### src/rtl/ifu_fetch_if.sv
// Fetch-side bus bundle: instruction memory req/gnt/rvalid and decode valid/ready.
// No logic of its own; latency is defined by the modules on either side.
// Backpressure via imem_gnt (request side) and dec_ready (decode side).
interface ifu_fetch_if;
  logic        imem_req;
  logic [31:0] imem_addr;
  logic        imem_gnt;
  logic        imem_rvalid;
  logic [31:0] imem_rdata;
  logic        inst_valid;
  logic [31:0] inst;
  logic [31:0] inst_pc;
  logic        dec_ready;

  // Fetch unit drives requests and the decode payload.
  modport master (
    output imem_req, imem_addr, inst_valid, inst, inst_pc,
    input  imem_gnt, imem_rvalid, imem_rdata, dec_ready
  );

  // Memory/decode side answers the fetch unit.
  modport slave (
    input  imem_req, imem_addr, inst_valid, inst, inst_pc,
    output imem_gnt, imem_rvalid, imem_rdata, dec_ready
  );
endinterface

### src/rtl/ifu_fetch.sv
// Instruction fetch: holds PC, fetches one word per PC, hands it to decode.
// Latency: 3 cycles per instruction minimum (REQ -> WAIT -> HOLD).
// Backpressure: stalls in REQ without gnt, WAIT without rvalid, HOLD without dec_ready.
module ifu_fetch #(
  parameter logic [31:0] RESET_PC = 32'h0000_3000,
  parameter int          CNT_W    = 32
) (
  input  logic             clk,
  input  logic             rst_n,
  ifu_fetch_if.master      bus,
  output logic [31:0]      pc,
  input  logic [31:0]      npc,
  output logic             fetch_err,
  output logic [CNT_W-1:0] fetch_count
);

  typedef enum logic [1:0] {S_REQ, S_WAIT, S_HOLD, S_ERR} state_t;

  localparam logic [CNT_W-1:0] CNT_ONE = {{(CNT_W-1){1'b0}}, 1'b1};

  state_t      state, state_nxt;
  logic [31:0] inst_q;
  logic        accept;
  logic        npc_aligned;

  // Outputs depend only on state, so accept can use the decoded inst_valid.
  assign accept      = (state == S_HOLD) && bus.dec_ready;
  assign npc_aligned = (npc[1:0] == 2'b00);

  // State register; reset abandons any outstanding request.
  always_ff @(posedge clk) begin
    if (!rst_n) state <= S_REQ;
    else        state <= state_nxt;
  end

  // Next-state logic; S_ERR only leaves via reset.
  always_comb begin
    state_nxt = state;
    case (state)
      S_REQ:   if (bus.imem_gnt)    state_nxt = S_WAIT;
      S_WAIT:  if (bus.imem_rvalid) state_nxt = S_HOLD;
      S_HOLD:  if (accept)          state_nxt = npc_aligned ? S_REQ : S_ERR;
      S_ERR:   state_nxt = S_ERR;
      default: state_nxt = S_REQ;
    endcase
  end

  // Output decode from state only; no path from imem_* or dec_ready.
  always_comb begin
    bus.imem_req   = 1'b0;
    bus.inst_valid = 1'b0;
    fetch_err      = 1'b0;
    case (state)
      S_REQ:   bus.imem_req   = 1'b1;
      S_HOLD:  bus.inst_valid = 1'b1;
      S_ERR:   fetch_err      = 1'b1;
      default: ;
    endcase
  end

  // Datapath: PC loads npc verbatim on aligned accept, word captured on rvalid in WAIT.
  always_ff @(posedge clk) begin
    if (!rst_n) begin
      pc          <= RESET_PC;
      inst_q      <= 32'h0;
      fetch_count <= '0;
    end else begin
      if ((state == S_WAIT) && bus.imem_rvalid) inst_q <= bus.imem_rdata;
      if (accept) begin
        fetch_count <= fetch_count + CNT_ONE;
        if (npc_aligned) pc <= npc;
      end
    end
  end

  assign bus.imem_addr = pc;
  assign bus.inst      = inst_q;
  assign bus.inst_pc   = pc;

endmodule

### src/flat_wrapper.sv
// flat-port wrapper written by rule: the top's interface ports become plain ports
module ifu_fetch_flat 
#(
  parameter logic [31:0] RESET_PC = 32'h0000_3000,
  parameter int          CNT_W    = 32
)
  (clk, rst_n, pc, npc, fetch_err, fetch_count, bus_imem_req, bus_imem_addr, bus_inst_valid, bus_inst, bus_inst_pc, bus_imem_gnt, bus_imem_rvalid, bus_imem_rdata, bus_dec_ready);
  ifu_fetch_if bus_i ();
  input  logic clk;
  input  logic rst_n;
  output logic [31:0] pc;
  input  logic [31:0] npc;
  output logic fetch_err;
  output logic [CNT_W-1:0] fetch_count;
  output wire logic [$bits(bus_i.imem_req)-1:0] bus_imem_req;
  output wire logic [$bits(bus_i.imem_addr)-1:0] bus_imem_addr;
  output wire logic [$bits(bus_i.inst_valid)-1:0] bus_inst_valid;
  output wire logic [$bits(bus_i.inst)-1:0] bus_inst;
  output wire logic [$bits(bus_i.inst_pc)-1:0] bus_inst_pc;
  input wire logic [$bits(bus_i.imem_gnt)-1:0] bus_imem_gnt;
  input wire logic [$bits(bus_i.imem_rvalid)-1:0] bus_imem_rvalid;
  input wire logic [$bits(bus_i.imem_rdata)-1:0] bus_imem_rdata;
  input wire logic [$bits(bus_i.dec_ready)-1:0] bus_dec_ready;
  assign bus_imem_req = bus_i.imem_req;
  assign bus_imem_addr = bus_i.imem_addr;
  assign bus_inst_valid = bus_i.inst_valid;
  assign bus_inst = bus_i.inst;
  assign bus_inst_pc = bus_i.inst_pc;
  assign bus_i.imem_gnt = bus_imem_gnt;
  assign bus_i.imem_rvalid = bus_imem_rvalid;
  assign bus_i.imem_rdata = bus_imem_rdata;
  assign bus_i.dec_ready = bus_dec_ready;
  ifu_fetch #(.RESET_PC(RESET_PC), .CNT_W(CNT_W)) u_core (.clk(clk), .rst_n(rst_n), .bus(bus_i), .pc(pc), .npc(npc), .fetch_err(fetch_err), .fetch_count(fetch_count));
endmodule
### config.mk
export PLATFORM = sky130hd
export DESIGN_NAME = ifu_fetch_flat
export DESIGN_NICKNAME = d
export VERILOG_FILES = /design/src/rtl/ifu_fetch_if.sv /design/src/rtl/ifu_fetch.sv /design/src/flat_wrapper.sv
export SDC_FILE = /design/constraint.sdc
export NUM_CORES = 1
export LEC_CHECK = 0
export ABC_CLOCK_PERIOD_IN_PS = 4200
export BUFFER_PORTS_ARGS = -buffer_cell sky130_fd_sc_hd__buf_2
export CORE_MARGIN = 2
export CORE_UTILIZATION = 48
export DETAILED_ROUTE_END_ITERATION = 7
export PLACE_DENSITY = 0.82
export SYNTH_ARGS = -nofsm -noshare
export SYNTH_HDL_FRONTEND = slang
export SYNTH_SLANG_ARGS = --single-unit
### constraint.sdc
create_clock -name clk -period 4.2 [get_ports clk]
set_input_delay 0.84 -clock clk [delete_from_list [all_inputs] [get_ports clk]]
set_output_delay 0.84 -clock clk [all_outputs]
set_load 0.005 [all_outputs]
==> results of run 1 <==
[worst max path at each step]
stage	cells past startpoint	end	startpoint	slack, ns
5_1_grt	5	u_core.fetch_count[26]	u_core.fetch_count[0]	1.58
2_1_floorplan	5	u_core.fetch_count[18]	bus_dec_ready	1.91
6_report	5	u_core.fetch_count[26]	bus_dec_ready	1.76
3_5_place_dp	5	u_core.fetch_count[26]	bus_dec_ready	1.40
4_1_cts	5	u_core.fetch_count[26]	u_core.fetch_count[0]	1.75
3_3_place_gp	5	u_core.fetch_count[22]	bus_dec_ready	1.49
[stage by stage]
stage	util, %	setup slack, ns	instance area [µm²]
after floorplan	-	1.91	4340
after global placement	57.5	1.49	5010
after detailed placement	57.5	1.40	5010
after CTS	60.1	1.75	5240
after global routing	60.1	1.58	5240
final	60.1	1.76	5240
[state kept, by name (all words and copies together), names as in the netlist]
register              count
u_core.fetch_count       32
u_core.state              2
u_core.bus.imem_addr     32
u_core.bus.inst          32
[layer usage]
| metal | vias up | track usage, % | part of all wire (%) |
|---|---|---|---|
| li1 | 2033 | - | - |
| met1 | 1880 | 23.5 | 40 |
| met2 | 157 | 38.0 | 51 |
| met3 | 10 | 5.96 | 7.8 |
| met4 | 0 | 6.01 | 0.89 |
| met5 | - | 0 | 0 |
[placed cells by master (no fill, tap or decap), drive strengths merged, types with 2 or more instances in the layout]
| cell type | synthesis | layout |
|---|---|---|
| xor2 | 5 | 5 |
| mux2i | 3 | 3 |
| and2 | 2 | 2 |
| and4 | 4 | 4 |
| xnor2 | 4 | 4 |
| bufinv | 0 | 2 |
| nand3 | 13 | 13 |
| and3 | 4 | 4 |
| o31ai | 12 | 12 |
| nor2 | 13 | 13 |
| or3 | 8 | 8 |
| nor3 | 3 | 3 |
| or4 | 13 | 13 |
| nand2 | 138 | 138 |
| buf | 70 | 233 |
| inv | 7 | 10 |
| or4b | 2 | 2 |
| a21oi | 81 | 81 |
| nand4 | 9 | 9 |
| nand2b | 3 | 3 |
| o21ai | 9 | 9 |
| clkbuf | 25 | 10 |
| nor4 | 2 | 2 |
| dfxtp | 98 | 98 |
[power by group through the flow]
stage / combinational, mW / sequential [mW] / clock, mW
6_report: 0.124 / 0.962 / 0.683
5_1_grt: 0.139 / 0.965 / 0.731
4_1_cts: 0.125 / 0.962 / 0.695
3_5_place_dp: 0.125 / 0.983 / 0
3_3_place_gp: 0.122 / 0.982 / 0
2_1_floorplan: 0.0654 / 0.982 / 0
[synthesized netlist by cell type, drive strengths merged]
cell,number
a21oi,81
a221oi,1
and2,2
and3,4
and3b,1
and4,4
buf,70
clkbuf,25
dfxtp,98
ha,1
inv,7
mux2i,3
nand2,138
nand2b,3
nand3,13
nand3b,1
nand4,9
nor2,13
nor3,3
nor4,2
nor4b,1
o21ai,9
o31ai,12
o41ai,1
or3,8
or4,13
or4b,2
xnor2,4
xor2,5
[layout make-up]
class,instances,area share (%)
clock buffer,10,2.44
clock inverter,6,1.84
inverter,7,0.502
multi-input combinational,334,32.8
sequential,98,37.4
tap,108,2.58
timing repair buffer,233,22.4
[worst max-delay path, cell delays in order]
cell and delay [ns]:
buf_2 0.13, nand3b_4 0.14, or4_1 0.84, or4_1 0.59, a21oi_1 0.16
[kinds of logic (layout without fill, tap and decap cells)]
logic type / after synthesis / in the layout
fa+ha+maj: 1 / 1
mux: 3 / 3
simple gates: 217 / 217
compound gates: 104 / 104
buf+inv: 102 / 256
xor+xnor: 9 / 9
flops: 98 / 98
==> out/metrics.cfg, run 1 <==
[outcome]
outcome=completed

[layout]
drive_gt1_share_pct=38.4
final.fill_count=768
instances_no_fill=796
area_growth_pct=20.8
multi_input_area_um2=1720
antenna_cells=0
seq_area_um2=1960
nNetsFinal=753

[cts]
cts_buffers=9
clk-insertion-delay-late_ns=0.36
cts.reportedPaths.clkPinSlew_ns=0.11
cts_resized=0
htreeDepth=3
post_cts_buffers=0
clk_path_buf_depth=2
clockRootBuffer=clkbuf_8
clock_sinks=98
cts_tree=done
postCtsHoldBufs=0

[synth]
synth_compound_area_share_pct=12.9
synth_nets=604
ys_seq_area_share_pct=45.2
synth_cells=534
synth_top_area_share_pct=45.2
syn_area_per_cell_um2=8.12
synth_mux_area_share_pct=0.692
yosys-top-cells-area=dfxtp_1 45%, nand2_1 12%, buf_4 11%
ys_warn_count=0
synth_top_family_by_area=simple AND/OR/NAND/NOR gates
synth_xor_xnor_area_share_pct=1.82
yosys.area.top_type=dfxtp_1
synth-simple-area-share_pct=23.8
synth_area_um2=4340
ys_ff_latch=98
synth_cell_types=37
synth_fa_ha_area_share_pct=0.289

[place]
dp.cells=780
routabilityCongestion=0.790
io_buffers=231
hpwl_um=7890

[detailed_routing]
vias=4080
wire_per_inst_um=13.7
drt-total-wl_um=10900
drt-vias-per-instance=5.13
postRouteAntennaNets=0
dr.pass1.iters=4
drt_iter0_drc=95
drc=0

[setup_path]
timing.rr.end=u_core.fetch_count[26]
worst-r2r-setup-slack_ns=1.77
r2r_cells=5
path_max_fanout=19
critPathKind=primary input to register
crit_required_ns=4.46
start_kind=primary input
cp-end-kind=register
worst_ep_arrival_time_ns=2.71
r2r-start=u_core.fetch_count[1]

[power_and_ir_drop]
leakage_nw=2.45
seqPwrFrac_pct=54.4
vdd_drop_max_v=0.000235
power_mw=1.77
power_density_nw_per_um2=338
p_int_mw=1.35
clkPwrFrac_pct=38.6
power_frac_comb_pct=7.0
p_sw_mw=0.421
swShare_pct=23.8

[timing]
setup_viol=0
slew_violations=0
hold_viol_final=0
relSlewSlack_pct=20.0
fin_crit_sh_pct=58.1
setup-tns-final_ns=0
worstMarginPinSlew_ns=1.20
grt_setup_unrepaired=false
finClkSkew_ns=0.0197
min_period_ns=2.44
hold_ws_ns=0.460
max_freq_ghz=0.409

[floorplanning]
die_w_um=99.1
start_util_pct=49.7
coreArea_um2=8720
rows=34
die_area_um2=9810
pin_count=232
die_h_um=99.1

[grt]
gr-total-overflow=0
grt_start_max_net_pins=92
first_global_vias=3674
antenna_found_initial=0
grt_usage_pct=20.8
grt_first_pass_wirelength_um=16800

[min_path]
hold_end=u_core.bus.inst[15]
hold_class=register to register
hp-start=u_core.bus.inst[15]
hold_depth=2

[flow_run]
drv_cap=0

(Power assumes the default switching activity.)
==> run 2, diff against run 1 <==
--- a/config.mk
+++ b/config.mk
@@ -5,12 +5,12 @@
 export SDC_FILE = /design/constraint.sdc
 export NUM_CORES = 1
 export LEC_CHECK = 0
-export ABC_CLOCK_PERIOD_IN_PS = 4200
+export ABC_CLOCK_PERIOD_IN_PS = 2300
 export BUFFER_PORTS_ARGS = -buffer_cell sky130_fd_sc_hd__buf_2
 export CORE_MARGIN = 2
-export CORE_UTILIZATION = 48
+export CORE_UTILIZATION = 45
 export DETAILED_ROUTE_END_ITERATION = 7
-export PLACE_DENSITY = 0.82
+export PLACE_DENSITY = 0.77
 export SYNTH_ARGS = -nofsm -noshare
 export SYNTH_HDL_FRONTEND = slang
 export SYNTH_SLANG_ARGS = --single-unit
==> constraint.sdc (replaced) <==
create_clock -name clk -period 2.3 [get_ports clk]
set_input_delay 0.46 -clock clk [delete_from_list [all_inputs] [get_ports clk]]
set_output_delay 0.46 -clock clk [all_outputs]
set_load 0.005 [all_outputs]
==> run 2 against run 1 <==
- cell count is 3.6% higher
- first-iteration DRC count decreased by 8.4%
- combinational power is 98% higher
- clock skew decreased by 0.0040 ns
- critical path type is now register to register
- largest cell class unchanged
- highest routed layer unchanged
==> out/metrics.cfg, run 2 (synthesis results as in run 1) <==
[detailed_routing]
drc=0  ; unchanged
drt-vias-per-instance=4.98  ; was 5.13
wire_per_inst_um=13.4  ; was 13.7 µm
postRouteAntennaNets=0  ; unchanged
dr.pass1.iters=4  ; unchanged
drt-total-wl_um=11100  ; was 10,900 µm
vias=4107  ; was 4,080
drt_iter0_drc=87  ; was 95

[cts]
clk-insertion-delay-late_ns=0.35  ; was 0.36 ns
clk_path_buf_depth=2  ; unchanged
cts_tree=done  ; unchanged
clockRootBuffer=clkbuf_8  ; unchanged
cts.reportedPaths.clkPinSlew_ns=0.09  ; was 0.11 ns
postCtsHoldBufs=0  ; unchanged
htreeDepth=3  ; unchanged
cts_resized=0  ; unchanged
post_cts_buffers=0  ; unchanged
clock_sinks=98  ; unchanged
cts_buffers=9  ; unchanged

[layout]
design_area_um2=5310  ; was 5240 µm²
nNetsFinal=761  ; was 753
final_cell_mix=231 x buf_2, 138 x nand2_1, 96 x dfxtp_1, 80 x a21oi_1, 13 x or4_1  ; was 231 x buf_2, 138 x nand2_1, 98 x dfxtp_1, 81 x a21oi_1
drive_gt1_share_pct=39.8  ; was 38.4%
area_growth_pct=22.3  ; was 20.8%
instances_no_fill=825  ; was 796
final_common_cell=buf_2  ; unchanged
antenna_cells=0  ; unchanged

[floorplanning]
rows=35  ; was 34
coreArea_um2=9280  ; was 8720 µm²
die_area_um2=10400  ; was 9810 µm²
die_w_um=102  ; was 99.1 µm
pin_count=232  ; unchanged
die_h_um=102  ; was 99.1 µm
start_util_pct=46.7  ; was 49.7%

[place]
hpwl_um=8230  ; was 7890 µm
dp.cells=809  ; was 780
pre_cts_ws_ns=0.0862  ; was 1.40 ns
routabilityCongestion=0.841  ; was 0.790
io_buffers=231  ; unchanged
placed_cell_area_um2=5110  ; was 5010 µm²

[setup_path]
crit_slowest_cell=or4_1  ; unchanged
crit_top_cell=or4_1  ; unchanged
crit_chain=ha_1, nand3_2, or4_1, buf_4, or4_1, a21oi_2  ; was buf_2, nand3b_4, or4_1, or4_1, a21oi_1
cp-end-kind=register  ; unchanged
critPathKind=register to register  ; was primary input to register
start_kind=register  ; was primary input
path_max_fanout=19  ; unchanged
worst_ep_arrival_time_ns=2.45  ; was 2.71 ns
max_stage_delay_ns=0.53  ; was 0.84 ns
crit_required_ns=2.57  ; was 4.46 ns

[min_path]
hold_class=primary input to register  ; was register to register

[power_and_ir_drop]
seqPwrFrac_pct=58.2  ; was 54.4%
swShare_pct=24.7  ; was 23.8%
p_int_mw=2.27  ; was 1.35 mW
leakage_nw=2.47  ; was 2.45 nW
vdd_drop_max_v=0.000345  ; was 0.000235 V
power_mw=3.01  ; was 1.77 mW
power_frac_comb_pct=8.1  ; was 7.0%
clkPwrFrac_pct=33.7  ; was 38.6%
power_density_nw_per_um2=567  ; was 338 nW/µm²
p_sw_mw=0.743  ; was 0.421 mW

[grt]
grt_first_pass_wirelength_um=17000  ; was 16,800 µm
grt_usage_pct=20.1  ; was 20.8%
gr-total-overflow=0  ; unchanged
first_global_vias=3581  ; was 3,674
grt_start_max_net_pins=39  ; was 92
antenna_found_initial=0  ; unchanged

[timing]
worstMarginPinSlew_ns=0.658  ; was 1.20 ns
slew_violations=0  ; unchanged
finClkSkew_ns=0.0157  ; was 0.0197 ns
setup_ws_ns=0.124  ; was 1.76 ns
max_freq_ghz=0.460
setup_viol=0  ; unchanged
grt_setup_unrepaired=false  ; unchanged
relSlewSlack_pct=56.1  ; was 20.0%
fin_crit_sh_pct=94.6
hold_viol_final=0  ; unchanged
min_period_ns=2.18
setup-tns-final_ns=0  ; unchanged

[outcome]
outcome=completed  ; unchanged

[flow_run]
drv_cap=0  ; unchanged

run 2: changes by cell type in the layout (fill, tap and decap cells not counted), moves of 2 or more:
cell	change
bufinv_16	-2
dfxtp_1	-2
clkinv_2	+2
inv_6	-2
dfxtp_2	+2
clkinv_4	+2
buf_4	+7
run 2: power groups by stage:
stage | sequential (mW) | clock, mW | combinational (mW)
after floorplan | 1.79 | 0 | 0.119
after global placement | 1.79 | 0 | 0.240
after detailed placement | 1.79 | 0 | 0.247
after CTS | 1.75 | 1.05 | 0.247
after global routing | 1.76 | 1.12 | 0.277
final | 1.75 | 1.01 | 0.245
run 2: metrics by stage:
| step | hold slack (ns) | util (%) |
|---|---|---|
| finish | 0.325 | 57.1 |
| CTS | 0.309 | 57.0 |
| global route | 0.320 | 57.1 |
| detailed placement | 0.443 | 55.1 |
| floorplan | 0.453 | - |
| global placement | 0.440 | 55.1 |
run 2: path summary, 6_finish.rpt:
path                         startpoint  cells after the start                        to  slack [ns]
setup / recovery  u_core.fetch_count[0]                      6    u_core.fetch_count[26]        0.12
hold / removal                  npc[12]                      3  u_core.bus.imem_addr[12]        0.33
setup reg to reg  u_core.fetch_count[0]                      6    u_core.fetch_count[26]        0.12
hold reg to reg      u_core.bus.inst[9]                      2        u_core.bus.inst[9]        0.46
run 2: worst max-delay path, delay by kind of cell, from the launching register on:
kind	cells	cell delay, ns
flops	1	0.37
fa+ha+maj	1	0.20
simple gates	3	1.16
buf+inv	1	0.21
compound gates	1	0.15
run 2: per-layer routing:
metal / GRT usage, % / wire length [µm]
met1: 25.7 / 4630
met2: 32.6 / 5460
met3: 6.43 / 869
met4: 5.74 / 125
met5: 0 / 0
run 2: cell type report:
cell class              instances  area, µm²
clock inverters                 6       42.5
flip-flops and latches         98       1960
clock buffers                  10        138
multi-input cells             334       1730
repair buffers                241       1240
fillers                       886       3980
well taps                     129        161
inverters                       7       26.3
==> run 3, diff against run 2 <==
--- a/config.mk
+++ b/config.mk
@@ -7,7 +7,6 @@
 export LEC_CHECK = 0
 export ABC_CLOCK_PERIOD_IN_PS = 2300
 export BUFFER_PORTS_ARGS = -buffer_cell sky130_fd_sc_hd__buf_2
-export CORE_MARGIN = 2
 export CORE_UTILIZATION = 45
 export DETAILED_ROUTE_END_ITERATION = 7
 export PLACE_DENSITY = 0.77
==> run 3 against run 2 <==
- design area increased by 0.24%
- critical path depth is the same
- maximum frequency up 0.59%
- non-clock buffer count is 1 higher
- clock-buffer cell count grew 1
- global-route usage increased by 0.57 points
- sequential share of layout area decreased by 0.11 points
- first-iteration DRC count grew 25%
- critical path type unchanged
- largest power group unchanged
- highest routed layer unchanged
==> out/metrics.cfg, run 3 (synthesis results as in run 1) <==
[layout]
antenna_cells=0  ; unchanged
drive_gt1_share_pct=39.5  ; was 39.8%
utilization_pct=57.3  ; was 57.1%
final_cell_mix=231 x buf_2, 138 x nand2_1, 97 x dfxtp_1, 81 x a21oi_1, 13 x or4_1  ; was 231 x buf_2, 138 x nand2_1, 96 x dfxtp_1, 80 x a21oi_1, 13 x or4_1
instances_no_fill=826  ; was 825
nNetsFinal=762  ; was 761
area_growth_pct=22.6  ; was 22.3%
final_common_cell=buf_2  ; unchanged

[place]
hpwl_um=7840  ; was 8230 µm
dp.cells=810  ; was 809
routabilityCongestion=0.929  ; was 0.841
pre_cts_ws_ns=0.0741  ; was 0.0862 ns
io_buffers=231  ; unchanged

[outcome]
outcome=completed  ; unchanged

[setup_path]
worst_ep_arrival_time_ns=2.44  ; was 2.45 ns
critPathKind=register to register  ; unchanged
cp-startpoint=u_core.fetch_count[1]  ; was u_core.fetch_count[0]
r2r-start=u_core.fetch_count[1]  ; was u_core.fetch_count[0]
start_kind=register  ; unchanged
path_max_fanout=19  ; unchanged
crit_required_ns=2.57  ; about the same
cp-end-kind=register  ; unchanged

[floorplanning]
die_w_um=100  ; was 102 µm
coreArea_um2=9280  ; unchanged
start_util_pct=46.7  ; unchanged
die_h_um=100  ; was 102 µm
rows=35  ; unchanged
die_area_um2=10000  ; was 10,400 µm²
pin_count=232  ; unchanged

[grt]
gr-total-overflow=0  ; unchanged
antenna_found_initial=0  ; unchanged
grt_first_pass_wirelength_um=16700  ; was 17,000 µm
grt_usage_pct=20.6  ; was 20.1%
grt_start_max_net_pins=51  ; was 39
first_global_vias=3564  ; was 3,581

[cts]
clock_sinks=98  ; unchanged
post_cts_buffers=0  ; unchanged
cts.reportedPaths.clkPinSlew_ns=0.10  ; was 0.09 ns
clockRootBuffer=clkbuf_8  ; unchanged
postCtsHoldBufs=0  ; unchanged
htreeDepth=3  ; unchanged
cts_resized=0  ; unchanged
cts_buffers=9  ; unchanged
clk_path_buf_depth=2  ; unchanged
cts_tree=done  ; unchanged
clk-insertion-delay-late_ns=0.34  ; was 0.35 ns

[detailed_routing]
drt-vias-per-instance=5.00  ; was 4.98
drc=0  ; unchanged
vias=4131  ; was 4,107
wire_per_inst_um=13.0  ; was 13.4 µm
postRouteAntennaNets=0  ; unchanged
dr.pass1.iters=4  ; unchanged
drt_iter0_drc=109  ; was 87
drt-total-wl_um=10800  ; was 11,100 µm

[timing]
hold_viol_final=0  ; unchanged
max_freq_ghz=0.462  ; was 0.460 GHz
min_period_ns=2.16  ; was 2.18 ns
fin_crit_sh_pct=94.0  ; was 94.6%
setup-tns-final_ns=0  ; unchanged
slew_violations=0  ; unchanged
setup_ws_ns=0.137  ; was 0.124 ns
setup_viol=0  ; unchanged
relSlewSlack_pct=60.7  ; was 56.1%
worstMarginPinSlew_ns=0.589  ; was 0.658 ns
grt_setup_unrepaired=false  ; unchanged
finClkSkew_ns=0.00930  ; was 0.0157 ns

[min_path]
hold_class=primary input to register  ; unchanged
hp-start=npc[13]  ; was npc[12]

[power_and_ir_drop]
leakage_nw=2.49  ; was 2.47 nW
power_density_nw_per_um2=589  ; was 567 nW/µm²
vdd_drop_max_v=0.000401  ; was 0.000345 V
power_mw=3.13  ; was 3.01 mW

[flow_run]
drv_cap=0  ; unchanged

run 3: per-layer routing:
metal / global-route usage (%) / vias up / share of wire (%)
met1: 25.6 / 1885 / 43
met3: 5.85 / 15 / 8.1
met2: 34.0 / 178 / 48
li1: - / 2053 / -
met4: 7.80 / 0 / 1.7
met5: 0 / - / 0
run 3: through the flow:
stage / hold slack, ns / area (µm²)
2_1_floorplan: 0.453 / 4340
3_3_place_gp: 0.439 / 5110
3_5_place_dp: 0.443 / 5110
4_1_cts: 0.310 / 5310
5_1_grt: 0.309 / 5320
6_report: 0.325 / 5320
run 3: worst paths after layout:
path / end / cells after the start / slack, ns
worst min-delay path: u_core.bus.imem_addr[13] / 3 / 0.32
worst max register to register: u_core.fetch_count[20] / 6 / 0.14
worst max-delay path: u_core.fetch_count[20] / 6 / 0.14
worst min register to register: u_core.bus.inst[6] / 2 / 0.46
run 3: layout make-up:
type | count | area, µm²
fillers | 874 | 3970
flip-flops and latches | 98 | 1960
multi-input cells | 334 | 1730
repair buffers | 242 | 1240
well taps | 129 | 161
clock buffers | 11 | 141
clock inverters | 5 | 61.3
inverters | 7 | 26.3
run 3: critical path, stage by stage, from the launching register on:
cell and delay [ns]:
dfxtp_2 0.37, ha_1 0.19, nand3_2 0.12, or4_1 0.52, buf_4 0.21, or4_1 0.52
a21oi_1 0.16
run 3: report_power, final:
part | internal, mW | total (mW) | leakage (nW) | switching, mW
combinational | 0.111 | 0.244 | 1.59 | 0.133
sequential | 1.73 | 1.75 | 0.793 | 0.0202
clock | 0.542 | 1.14 | 0.104 | 0.594
total | 2.38 | 3.13 | 2.49 | 0.748
